<file path="config.mk">
export PLATFORM = sky130hd
export DESIGN_NAME = mem_port_arbiter_flat
export DESIGN_NICKNAME = d
export VERILOG_FILES = /design/src/rtl/mem_arb_pkg.sv /design/src/rtl/mem_port_arbiter_if.sv /design/src/rtl/arb_lat_counter.sv /design/src/rtl/mem_port_arbiter.sv /design/src/flat_wrapper.sv
export SDC_FILE = /design/constraint.sdc
export NUM_CORES = 1
export LEC_CHECK = 0
export ABC_AREA = 1
export BUFFER_PORTS_ARGS = -buffer_cell sky130_fd_sc_hd__buf_2
export CAP_MARGIN = 10
export CELL_PAD_IN_SITES_DETAIL_PLACEMENT = 1
export CELL_PAD_IN_SITES_GLOBAL_PLACEMENT = 1
export CORE_MARGIN = 2
export CORE_UTILIZATION = 31
export CTS_BUF_LIST = sky130_fd_sc_hd__clkbuf_8
export DETAILED_ROUTE_END_ITERATION = 10
export PLACE_DENSITY_LB_ADDON = 0.1
export SYNTH_ARGS = -nofsm -noshare
export SYNTH_HDL_FRONTEND = slang
export SYNTH_SLANG_ARGS = --single-unit
</file>
<file path="constraint.sdc">
create_clock -name clk -period 4.3 [get_ports clk]
set_clock_uncertainty 0.15 [all_clocks]
set_input_delay 0.86 -clock clk [delete_from_list [all_inputs] [get_ports clk]]
set_output_delay 0.86 -clock clk [all_outputs]
set_load 0.1 [all_outputs]
</file>
<file path="src/rtl/mem_arb_pkg.sv">
`default_nettype none
// ----------------------------------------------------------------------------
// mem_arb_pkg : shared state/grant types and default timing constants
// Revision    : 1.0
// ----------------------------------------------------------------------------
package mem_arb_pkg;

  typedef enum logic [1:0] {
    ST_IDLE  = 2'd0,
    ST_ISSUE = 2'd1,
    ST_WAIT  = 2'd2,
    ST_DONE  = 2'd3
  } state_e;

  typedef enum logic {
    GNT_IF = 1'b0,
    GNT_D  = 1'b1
  } gnt_e;

  localparam int c_DEF_MEM_LAT    = 2;
  localparam int c_DEF_STARVE_MAX = 4;

endpackage
`default_nettype wire

</file>
<file path="src/rtl/mem_port_arbiter_if.sv">
`default_nettype none
// ----------------------------------------------------------------------------
// mem_port_arbiter_if : fetch, data and memory-macro signals of the arbiter
// Revision            : 1.0
// ----------------------------------------------------------------------------
interface mem_port_arbiter_if #(
  parameter int ADDR_W = 32,
  parameter int DATA_W = 32
);
  logic              if_req;
  logic [ADDR_W-1:0] if_addr;
  logic [DATA_W-1:0] if_rdata;
  logic              if_ack;
  logic              d_req;
  logic              d_we;
  logic [ADDR_W-1:0] d_addr;
  logic [DATA_W-1:0] d_wdata;
  logic [DATA_W-1:0] d_rdata;
  logic              d_ack;
  logic              mem_en;
  logic              mem_we;
  logic [ADDR_W-1:0] mem_addr;
  logic [DATA_W-1:0] mem_wdata;
  logic [DATA_W-1:0] mem_rdata;
  logic              stall_if;
  logic              stall_mem;

  // Requesters and the memory macro together form the environment side.
  modport master (
    output if_req, if_addr, d_req, d_we, d_addr, d_wdata, mem_rdata,
    input  if_rdata, if_ack, d_rdata, d_ack,
    input  mem_en, mem_we, mem_addr, mem_wdata, stall_if, stall_mem
  );

  modport slave (
    input  if_req, if_addr, d_req, d_we, d_addr, d_wdata, mem_rdata,
    output if_rdata, if_ack, d_rdata, d_ack,
    output mem_en, mem_we, mem_addr, mem_wdata, stall_if, stall_mem
  );
endinterface
`default_nettype wire

</file>
<file path="src/rtl/arb_lat_counter.sv">
`default_nettype none
// ----------------------------------------------------------------------------
// arb_lat_counter : loadable down-counter flagging the final latency cycle
// Revision        : 1.0
// ----------------------------------------------------------------------------
module arb_lat_counter #(
  parameter int MEM_LAT = 2
) (
  input  logic clk,
  input  logic reset,
  input  logic i_load,
  input  logic i_dec,
  output logic o_last
);
  localparam int                 c_CNT_W = $clog2(MEM_LAT + 1);
  localparam logic [c_CNT_W-1:0] c_LOAD  = c_CNT_W'(MEM_LAT);
  localparam logic [c_CNT_W-1:0] c_ONE   = c_CNT_W'(1);

  logic [c_CNT_W-1:0] r_cnt;

  always_ff @(posedge clk or posedge reset) begin
    if (reset) begin
      r_cnt <= '0;
    end else if (i_load) begin
      r_cnt <= c_LOAD;
    end else if (i_dec && (r_cnt != '0)) begin
      r_cnt <= r_cnt - c_ONE;
    end
  end

  assign o_last = (r_cnt == c_ONE);
endmodule
`default_nettype wire

</file>
<file path="src/rtl/mem_port_arbiter.sv">
`default_nettype none
// ----------------------------------------------------------------------------
// mem_port_arbiter : fetch/data arbiter and fixed-latency memory sequencer.
// Optional macro ARB_STARVE_GUARD_EN enables the fetch starvation guard.
// Revision         : 1.0
// ----------------------------------------------------------------------------
module mem_port_arbiter
  import mem_arb_pkg::*;
#(
  parameter int ADDR_W     = 32,
  parameter int DATA_W     = 32,
  parameter int MEM_LAT    = c_DEF_MEM_LAT,
  parameter int STARVE_MAX = c_DEF_STARVE_MAX
) (
  input  logic               clk,
  input  logic               reset,
  mem_port_arbiter_if.slave  bus
);
  localparam logic [1:0] c_ST_IDLE  = ST_IDLE;
  localparam logic [1:0] c_ST_ISSUE = ST_ISSUE;
  localparam logic [1:0] c_ST_WAIT  = ST_WAIT;
  localparam logic [1:0] c_ST_DONE  = ST_DONE;

  if (MEM_LAT < 1) begin : g_chk_mem_lat
    $error("MEM_LAT must be at least 1");
  end
  if (STARVE_MAX < 1) begin : g_chk_starve_max
    $error("STARVE_MAX must be at least 1");
  end

  logic [1:0]        r_state;
  gnt_e              r_gnt;
  logic              r_d_we;
  logic              r_mem_en;
  logic              r_mem_we;
  logic [ADDR_W-1:0] r_mem_addr;
  logic [DATA_W-1:0] r_mem_wdata;
  logic              r_if_ack;
  logic              r_d_ack;
  logic [DATA_W-1:0] r_if_rdata;
  logic [DATA_W-1:0] r_d_rdata;

  logic              w_any_req;
  logic              w_starve_hit;
  logic              w_last;
  logic              w_grant;
  gnt_e              w_gnt;

  assign w_any_req = bus.if_req | bus.d_req;
  assign w_grant   = (r_state == c_ST_IDLE) && w_any_req;
  // Data belongs to the older instruction, so it wins unless fetch is starved.
  assign w_gnt     = (bus.if_req && (!bus.d_req || w_starve_hit)) ? GNT_IF : GNT_D;

`ifdef ARB_STARVE_GUARD_EN
  localparam int                    c_STARVE_W  = $clog2(STARVE_MAX + 1);
  localparam logic [c_STARVE_W-1:0] c_STARVE_LIM = c_STARVE_W'(STARVE_MAX);
  localparam logic [c_STARVE_W-1:0] c_STARVE_ONE = c_STARVE_W'(1);

  logic [c_STARVE_W-1:0] r_starve_cnt;

  always_ff @(posedge clk or posedge reset) begin
    if (reset) begin
      r_starve_cnt <= '0;
    end else if (w_grant) begin
      if ((w_gnt == GNT_IF) || !bus.if_req) begin
        r_starve_cnt <= '0;
      end else if (r_starve_cnt != c_STARVE_LIM) begin
        r_starve_cnt <= r_starve_cnt + c_STARVE_ONE;
      end
    end
  end

  assign w_starve_hit = (r_starve_cnt == c_STARVE_LIM);
`else
  assign w_starve_hit = 1'b0;
`endif

  arb_lat_counter #(
    .MEM_LAT (MEM_LAT)
  ) u_lat_cnt (
    .clk    (clk),
    .reset  (reset),
    .i_load (r_state == c_ST_ISSUE),
    .i_dec  (r_state == c_ST_WAIT),
    .o_last (w_last)
  );

  always_ff @(posedge clk or posedge reset) begin
    if (reset) begin
      r_state     <= c_ST_IDLE;
      r_gnt       <= GNT_IF;
      r_d_we      <= 1'b0;
      r_mem_en    <= 1'b0;
      r_mem_we    <= 1'b0;
      r_mem_addr  <= '0;
      r_mem_wdata <= '0;
      r_if_ack    <= 1'b0;
      r_d_ack     <= 1'b0;
      r_if_rdata  <= '0;
      r_d_rdata   <= '0;
    end else begin
      r_mem_en <= 1'b0;
      r_mem_we <= 1'b0;
      r_if_ack <= 1'b0;
      r_d_ack  <= 1'b0;
      case (r_state)
        c_ST_IDLE: begin
          if (w_any_req) begin
            r_state  <= c_ST_ISSUE;
            r_gnt    <= w_gnt;
            r_mem_en <= 1'b1;
            if (w_gnt == GNT_D) begin
              r_d_we      <= bus.d_we;
              r_mem_we    <= bus.d_we;
              r_mem_addr  <= bus.d_addr;
              r_mem_wdata <= bus.d_wdata;
            end else begin
              r_d_we      <= 1'b0;
              r_mem_addr  <= bus.if_addr;
              r_mem_wdata <= '0;
            end
          end
        end
        c_ST_ISSUE: begin
          r_state <= c_ST_WAIT;
        end
        c_ST_WAIT: begin
          // Final latency cycle: memory data is valid now; ack lands in DONE.
          if (w_last) begin
            r_state <= c_ST_DONE;
            if (r_gnt == GNT_D) begin
              r_d_ack   <= 1'b1;
              r_d_rdata <= r_d_we ? '0 : bus.mem_rdata;
            end else begin
              r_if_ack   <= 1'b1;
              r_if_rdata <= bus.mem_rdata;
            end
          end
        end
        c_ST_DONE: begin
          r_state <= c_ST_IDLE;
        end
        default: begin
          r_state <= c_ST_IDLE;
        end
      endcase
    end
  end

  assign bus.mem_en    = r_mem_en;
  assign bus.mem_we    = r_mem_we;
  assign bus.mem_addr  = r_mem_addr;
  assign bus.mem_wdata = r_mem_wdata;
  assign bus.if_ack    = r_if_ack;
  assign bus.d_ack     = r_d_ack;
  assign bus.if_rdata  = r_if_rdata;
  assign bus.d_rdata   = r_d_rdata;
  assign bus.stall_if  = bus.if_req & ~r_if_ack;
  assign bus.stall_mem = bus.d_req & ~r_d_ack;
endmodule
`default_nettype wire
</file>
<file path="src/flat_wrapper.sv">
// flat-port wrapper written by rule: the top's interface ports become plain ports
module mem_port_arbiter_flat import mem_arb_pkg::*;
#(
  parameter int ADDR_W     = 32,
  parameter int DATA_W     = 32,
  parameter int MEM_LAT    = c_DEF_MEM_LAT,
  parameter int STARVE_MAX = c_DEF_STARVE_MAX
)
  (clk, reset, bus_if_req, bus_if_addr, bus_d_req, bus_d_we, bus_d_addr, bus_d_wdata, bus_mem_rdata, bus_if_rdata, bus_if_ack, bus_d_rdata, bus_d_ack, bus_mem_en, bus_mem_we, bus_mem_addr, bus_mem_wdata, bus_stall_if, bus_stall_mem);
  mem_port_arbiter_if #(.ADDR_W(ADDR_W), .DATA_W(DATA_W)) bus_i ();
  input  logic clk;
  input  logic reset;
  input wire logic [$bits(bus_i.if_req)-1:0] bus_if_req;
  input wire logic [$bits(bus_i.if_addr)-1:0] bus_if_addr;
  input wire logic [$bits(bus_i.d_req)-1:0] bus_d_req;
  input wire logic [$bits(bus_i.d_we)-1:0] bus_d_we;
  input wire logic [$bits(bus_i.d_addr)-1:0] bus_d_addr;
  input wire logic [$bits(bus_i.d_wdata)-1:0] bus_d_wdata;
  input wire logic [$bits(bus_i.mem_rdata)-1:0] bus_mem_rdata;
  output wire logic [$bits(bus_i.if_rdata)-1:0] bus_if_rdata;
  output wire logic [$bits(bus_i.if_ack)-1:0] bus_if_ack;
  output wire logic [$bits(bus_i.d_rdata)-1:0] bus_d_rdata;
  output wire logic [$bits(bus_i.d_ack)-1:0] bus_d_ack;
  output wire logic [$bits(bus_i.mem_en)-1:0] bus_mem_en;
  output wire logic [$bits(bus_i.mem_we)-1:0] bus_mem_we;
  output wire logic [$bits(bus_i.mem_addr)-1:0] bus_mem_addr;
  output wire logic [$bits(bus_i.mem_wdata)-1:0] bus_mem_wdata;
  output wire logic [$bits(bus_i.stall_if)-1:0] bus_stall_if;
  output wire logic [$bits(bus_i.stall_mem)-1:0] bus_stall_mem;
  assign bus_i.if_req = bus_if_req;
  assign bus_i.if_addr = bus_if_addr;
  assign bus_i.d_req = bus_d_req;
  assign bus_i.d_we = bus_d_we;
  assign bus_i.d_addr = bus_d_addr;
  assign bus_i.d_wdata = bus_d_wdata;
  assign bus_i.mem_rdata = bus_mem_rdata;
  assign bus_if_rdata = bus_i.if_rdata;
  assign bus_if_ack = bus_i.if_ack;
  assign bus_d_rdata = bus_i.d_rdata;
  assign bus_d_ack = bus_i.d_ack;
  assign bus_mem_en = bus_i.mem_en;
  assign bus_mem_we = bus_i.mem_we;
  assign bus_mem_addr = bus_i.mem_addr;
  assign bus_mem_wdata = bus_i.mem_wdata;
  assign bus_stall_if = bus_i.stall_if;
  assign bus_stall_mem = bus_i.stall_mem;
  mem_port_arbiter #(.ADDR_W(ADDR_W), .DATA_W(DATA_W), .MEM_LAT(MEM_LAT), .STARVE_MAX(STARVE_MAX)) u_core (.clk(clk), .reset(reset), .bus(bus_i));
endmodule
</file>
* After elaboration in Yosys (flattened, before gate mapping) *
Cells that the tools add are included.

cells by class
  magnitude comparators = 0
  multipliers = 0
  reduce and logical (&&, ||, !) cells = 10
  divide/modulo/power cells = 0
  equality and inequality tests = 6
  shifts and indexed selects = 0
  muxes and demuxes = 20
  bitwise gates (word level) = 6
  add/sub/neg operators = 1

operators with widths
  kind                   number
  $mux W32               3
  $mux W1                12
  $mux W2                4
  $pmux W2 S4            1
  $reduce_and A3 Y1      2
  $eq A2 B1 Y1 const B   2
  $eq A2 B2 Y1 const B   2
  $ne A2 B1 Y1 const B   2
  $reduce_and A2 Y1      2
  $reduce_bool A2 Y1     2
  $not A1 Y1             3
  $and A1 B1 Y1          2
  $logic_and A1 B1 Y1    2
  $logic_not A2 Y1       1
  $sub A2 B1 Y2 const B  1
  $logic_not A1 Y1       1
  $or A1 B1 Y1           1

storage, ports and cells
  RAM bits = 0
  flip-flop bits (word level) = 138
  latch bits = 0
  ROM bits = 0
  word-level logic and storage cells = 55
  memories kept = 0
  bits of input ports = 133
  output and inout bits = 134

* Longest topological paths before layout *
  depth after elaboration = 5
  mapped depth = 7
  depth with buffers taken out = 7

* Cells and area by module *
A second synthesis with hierarchy kept.

second synthesis, totals
  cells, all modules = 748
  area total of the unflattened synthesis = 6053.3 sq um

by module, submodules not included
  module            instances  sequential area each (sq um)  area an instance (sq um)  cells an instance
  mem_port_arbiter  1          3403.3                        5920.7                    730
  arb_lat_counter   1          50.0                          132.6                     18

* Least setup slack after synthesis *
Ideal clock, no wire load.

  path type = input-to-output
  start = in bus_if_req
  end = out bus_stall_if
  path slack = 0.696 ns
  arrival time = 2.594 ns
  stages = 4
  buffers on the path = 2
  required time = 3.290 ns
  path through = buf_4 > clkbuf_1 > inv_1 > nor2_1

on the way
  longest elaborated chain between the ends = 1

RTL lines
  element             RTL line                 text
  start: declaration  flat_wrapper.sv:13       input wire logic [$bits(bus_i.if_req)-1:0] bus_if_req;
  $and A1 B1 Y1       mem_port_arbiter.sv:158  assign bus.stall_if = bus.if_req & ~r_if_ack;
  end: declaration    flat_wrapper.sv:28       output wire logic [$bits(bus_i.stall_if)-1:0] bus_stall_if;

No other way between the ends.

* Worst setup path after layout *
  start = in bus_d_req
  end = out bus_stall_mem

on the way
  longest elaborated chain between the ends = 1

RTL lines
  element             RTL line                 text
  start: declaration  flat_wrapper.sv:15       input wire logic [$bits(bus_i.d_req)-1:0] bus_d_req;
  $and A1 B1 Y1       mem_port_arbiter.sv:159  assign bus.stall_mem = bus.d_req & ~r_d_ack;
  end: declaration    flat_wrapper.sv:29       output wire logic [$bits(bus_i.stall_mem)-1:0] bus_stall_mem;

No other way between the ends.

==> flow_metrics.env <==
export IMPL_status="completed"
export IMPL_grt_pass1_wl_um=28500
export IMPL_period_minus_slack_ns=2.85
export IMPL_fmax_mhz=351
export IMPL_portBuffers=266
export IMPL_ant_nets=0
export IMPL_critical_path_top_delay_family="buffers and inverters"
export IMPL_syn_nets=886
export IMPL_fin_tns_setup_ns=0
export IMPL_post_cts_buffers=0
export IMPL_grt_util_met2_pct=27.4
export IMPL_cp_max_fo=34
export IMPL_grt_use_total_pct=17.6
export IMPL_numCtsBuffers=17
export IMPL_fp_dieH_um=144
export IMPL_rows=51
export IMPL_place_congestion=0.739
export IMPL_dieArea_mm2=0.0208
export IMPL_hpwl_um=12500
export IMPL_wire_per_inst_um=14.0
export IMPL_routed_wirelength_um=17900
export IMPL_postCtsHoldBufs=0
export IMPL_critPathMaxStageDelay_ns=0.44
export IMPL_syn_avg_cell_area_um2=8.17
export IMPL_antenna_found_initial=0
export IMPL_slew_violations=0
export IMPL_fin_crit_sh_pct=66.3
export IMPL_drc=0
export IMPL_yosysSeqAreaShare_pct=56.7
export IMPL_final_nets=1137
export IMPL_maxCapViolCount=0
export IMPL_num_vias=5444
export IMPL_synth_warnings=0
export IMPL_cts_sinks=138
export IMPL_syn_area_mm2=0.00610
export IMPL_diodes=0
export IMPL_synthCells=746
export IMPL_start_util_pct=31.4
export IMPL_drtPass1Iterations=4
export IMPL_clk_latency_ns=0.43
export IMPL_cts_tree="yes"
export IMPL_grt_overflow_total=0
export IMPL_met3_usage_pct=4.70
export IMPL_whs_ns=0.327
export IMPL_cp_num_buf_inv=3
export IMPL_cp_arrival_ns=1.84
export IMPL_worst_slew_pin_transition_ns=0.955
export IMPL_layout_drive_gt1_share_pct=30.8
export IMPL_grt_pass1_vias=5456
export IMPL_grt_busiest_layer="met2"
export IMPL_final_hold_violation_count=0
export IMPL_relSlewSlack_pct=36.3
export IMPL_fill_cells=2474
export IMPL_crit_top_cell="buf_2"
export IMPL_critPathRequiredTime_ns=3.29
export IMPL_synth_cell_type_count=20
export IMPL_area_delta_synth_final_pct=31.5
export IMPL_core_area_mm2=0.0194
export IMPL_multi_input_area_mm2=0.00202
export IMPL_die_x_um=144
export IMPL_via_per_inst=4.27
export IMPL_path_class="in -> out"
export IMPL_path_cells="buf_2 -> inv_2 -> nor2_1 -> buf_2"
export IMPL_ctsHtreeMaxLevel=4
export IMPL_rsz0062_at_grt="no"
export IMPL_layout_area_seq_mm2=0.00345
export IMPL_hold_class="reg -> reg"
export IMPL_cp_slowest_cell="buf_2"
export IMPL_met1_usage_pct=23.8
export IMPL_clkTransAtPathRegs_ns=0.08
export IMPL_cts_resized=0
export IMPL_drt_initial_drc_count=207
export IMPL_cp_end_kind="output port"
export IMPL_setup_violations_final=0
export IMPL_grt_start_max_net_pins=100
export IMPL_io_pin_count=267
export IMPL_root_buffer="clkbuf_8"
export IMPL_synth_seq_cells=138
export IMPL_start_kind="primary input"
export IMPL_clk_path_buf_depth=2
==> worst reg2reg max path: stages (launching register included) <==
cell and delay (ns):
dfrtp_1 0.39, inv_1 0.09, ha_1 0.27, o21ai_4 0.08, buf_4 0.72, o21ai_0 0.25
==> area by class of cell <==
class | instances | share of cell area (%)
multi-input cells | 455 | 25.2
clock buffers | 18 | 3.09
clock inverters | 13 | 1.79
well taps | 265 | 4.13
repair buffers | 274 | 17.5
flip-flops and latches | 138 | 43.1
inverters | 111 | 5.24
==> through the flow <==
step | worst slack [ns] | area (µm²) | instances | utilization, %
2_1_floorplan | 0.696 | 6100 | 746 | -
3_3_place_gp | 1.47 | 7630 | 1243 | 39.3
3_5_place_dp | 1.45 | 7630 | 1243 | 39.3
4_1_cts | 1.44 | 8020 | 1274 | 41.3
5_1_grt | 1.37 | 8020 | 1274 | 41.3
6_report | 1.45 | 8020 | 1274 | 41.3
==> registers in the layout, indices dropped and copies added (netlist names) <==
name	count
u_core.bus.d_rdata	32
u_core.bus.mem_en	1
u_core.r_state	2
u_core.bus.mem_wdata	32
u_core.r_gnt	1
u_core.bus.if_ack	1
u_core.bus.mem_addr	32
u_core.bus.if_rdata	32
u_core.bus.d_ack	1
u_core.r_d_we	1
u_core.bus.mem_we	1
u_core.u_lat_cnt.r_cnt	2
==> cells in the final DEF (no fill, tap or decap), drive strengths merged, types with 2 or more instances in the layout <==
| cell type | n |
|---|---|
| nor3 | 2 |
| clkinvlp | 4 |
| inv | 115 |
| nand3 | 68 |
| dfrtp | 138 |
| ha | 7 |
| clkbuf | 18 |
| clkinv | 3 |
| buf | 274 |
| o21ai | 100 |
| bufinv | 2 |
| nand2 | 270 |
| nor2 | 6 |
==> cells in the mapped netlist <==
library cell  instances  share of area (%)
a21oi_1               1              0.082
buf_2                11               0.90
buf_4                 5               0.62
buf_6                 3               0.55
clkbuf_1             23                1.4
dfrtp_1             138                 57
ha_1                  7                1.4
inv_1               110                6.8
inv_2                 1              0.062
nand2_1             269                 17
nand2_2               1               0.10
nand3_1              67                5.5
nand3_2               1               0.16
nor2_1                5               0.31
nor2_4                1               0.18
nor3_1                2               0.16
o211ai_1              1               0.12
o21ai_0              95                7.8
o21ai_1               4               0.33
o21ai_4               1               0.27
==> cells by family (layout without fill, tap and decap cells) <==
logic type,Yosys count,after routing,share of synthesized area [%]
simple gates,346,346,23.0
buf+inv,153,416,10.3
flops,138,138,56.7
compound gates,102,102,8.60
fa+ha+maj,7,7,1.44
==> routing by layer <==
layer  up-vias  share of wire (%)
li1       2788                  -
met1      2491                 47
met2       150                 45
met3        15                5.9
met4         0                1.4
met5         -                  0
==> final timing paths <==
check                                    endpoint                    from  cells past startpoint  slack [ns]
max in group asynchronous   u_core.bus.d_rdata[1]                   reset                      3        2.69
hold / removal             u_core.bus.mem_addr[8]  u_core.bus.mem_addr[8]                      2        0.33
setup / recovery                    bus_stall_mem               bus_d_req                      4        1.45
min in group asynchronous  u_core.bus.d_rdata[20]                   reset                      2        0.36
setup reg to reg                    u_core.r_d_we       u_core.r_state[0]                      5        2.21
hold reg to reg            u_core.bus.mem_addr[8]  u_core.bus.mem_addr[8]                      2        0.33
Power is not shown: default switching activity piles up to over one toggle a cycle in this logic, so the estimate is an artifact.
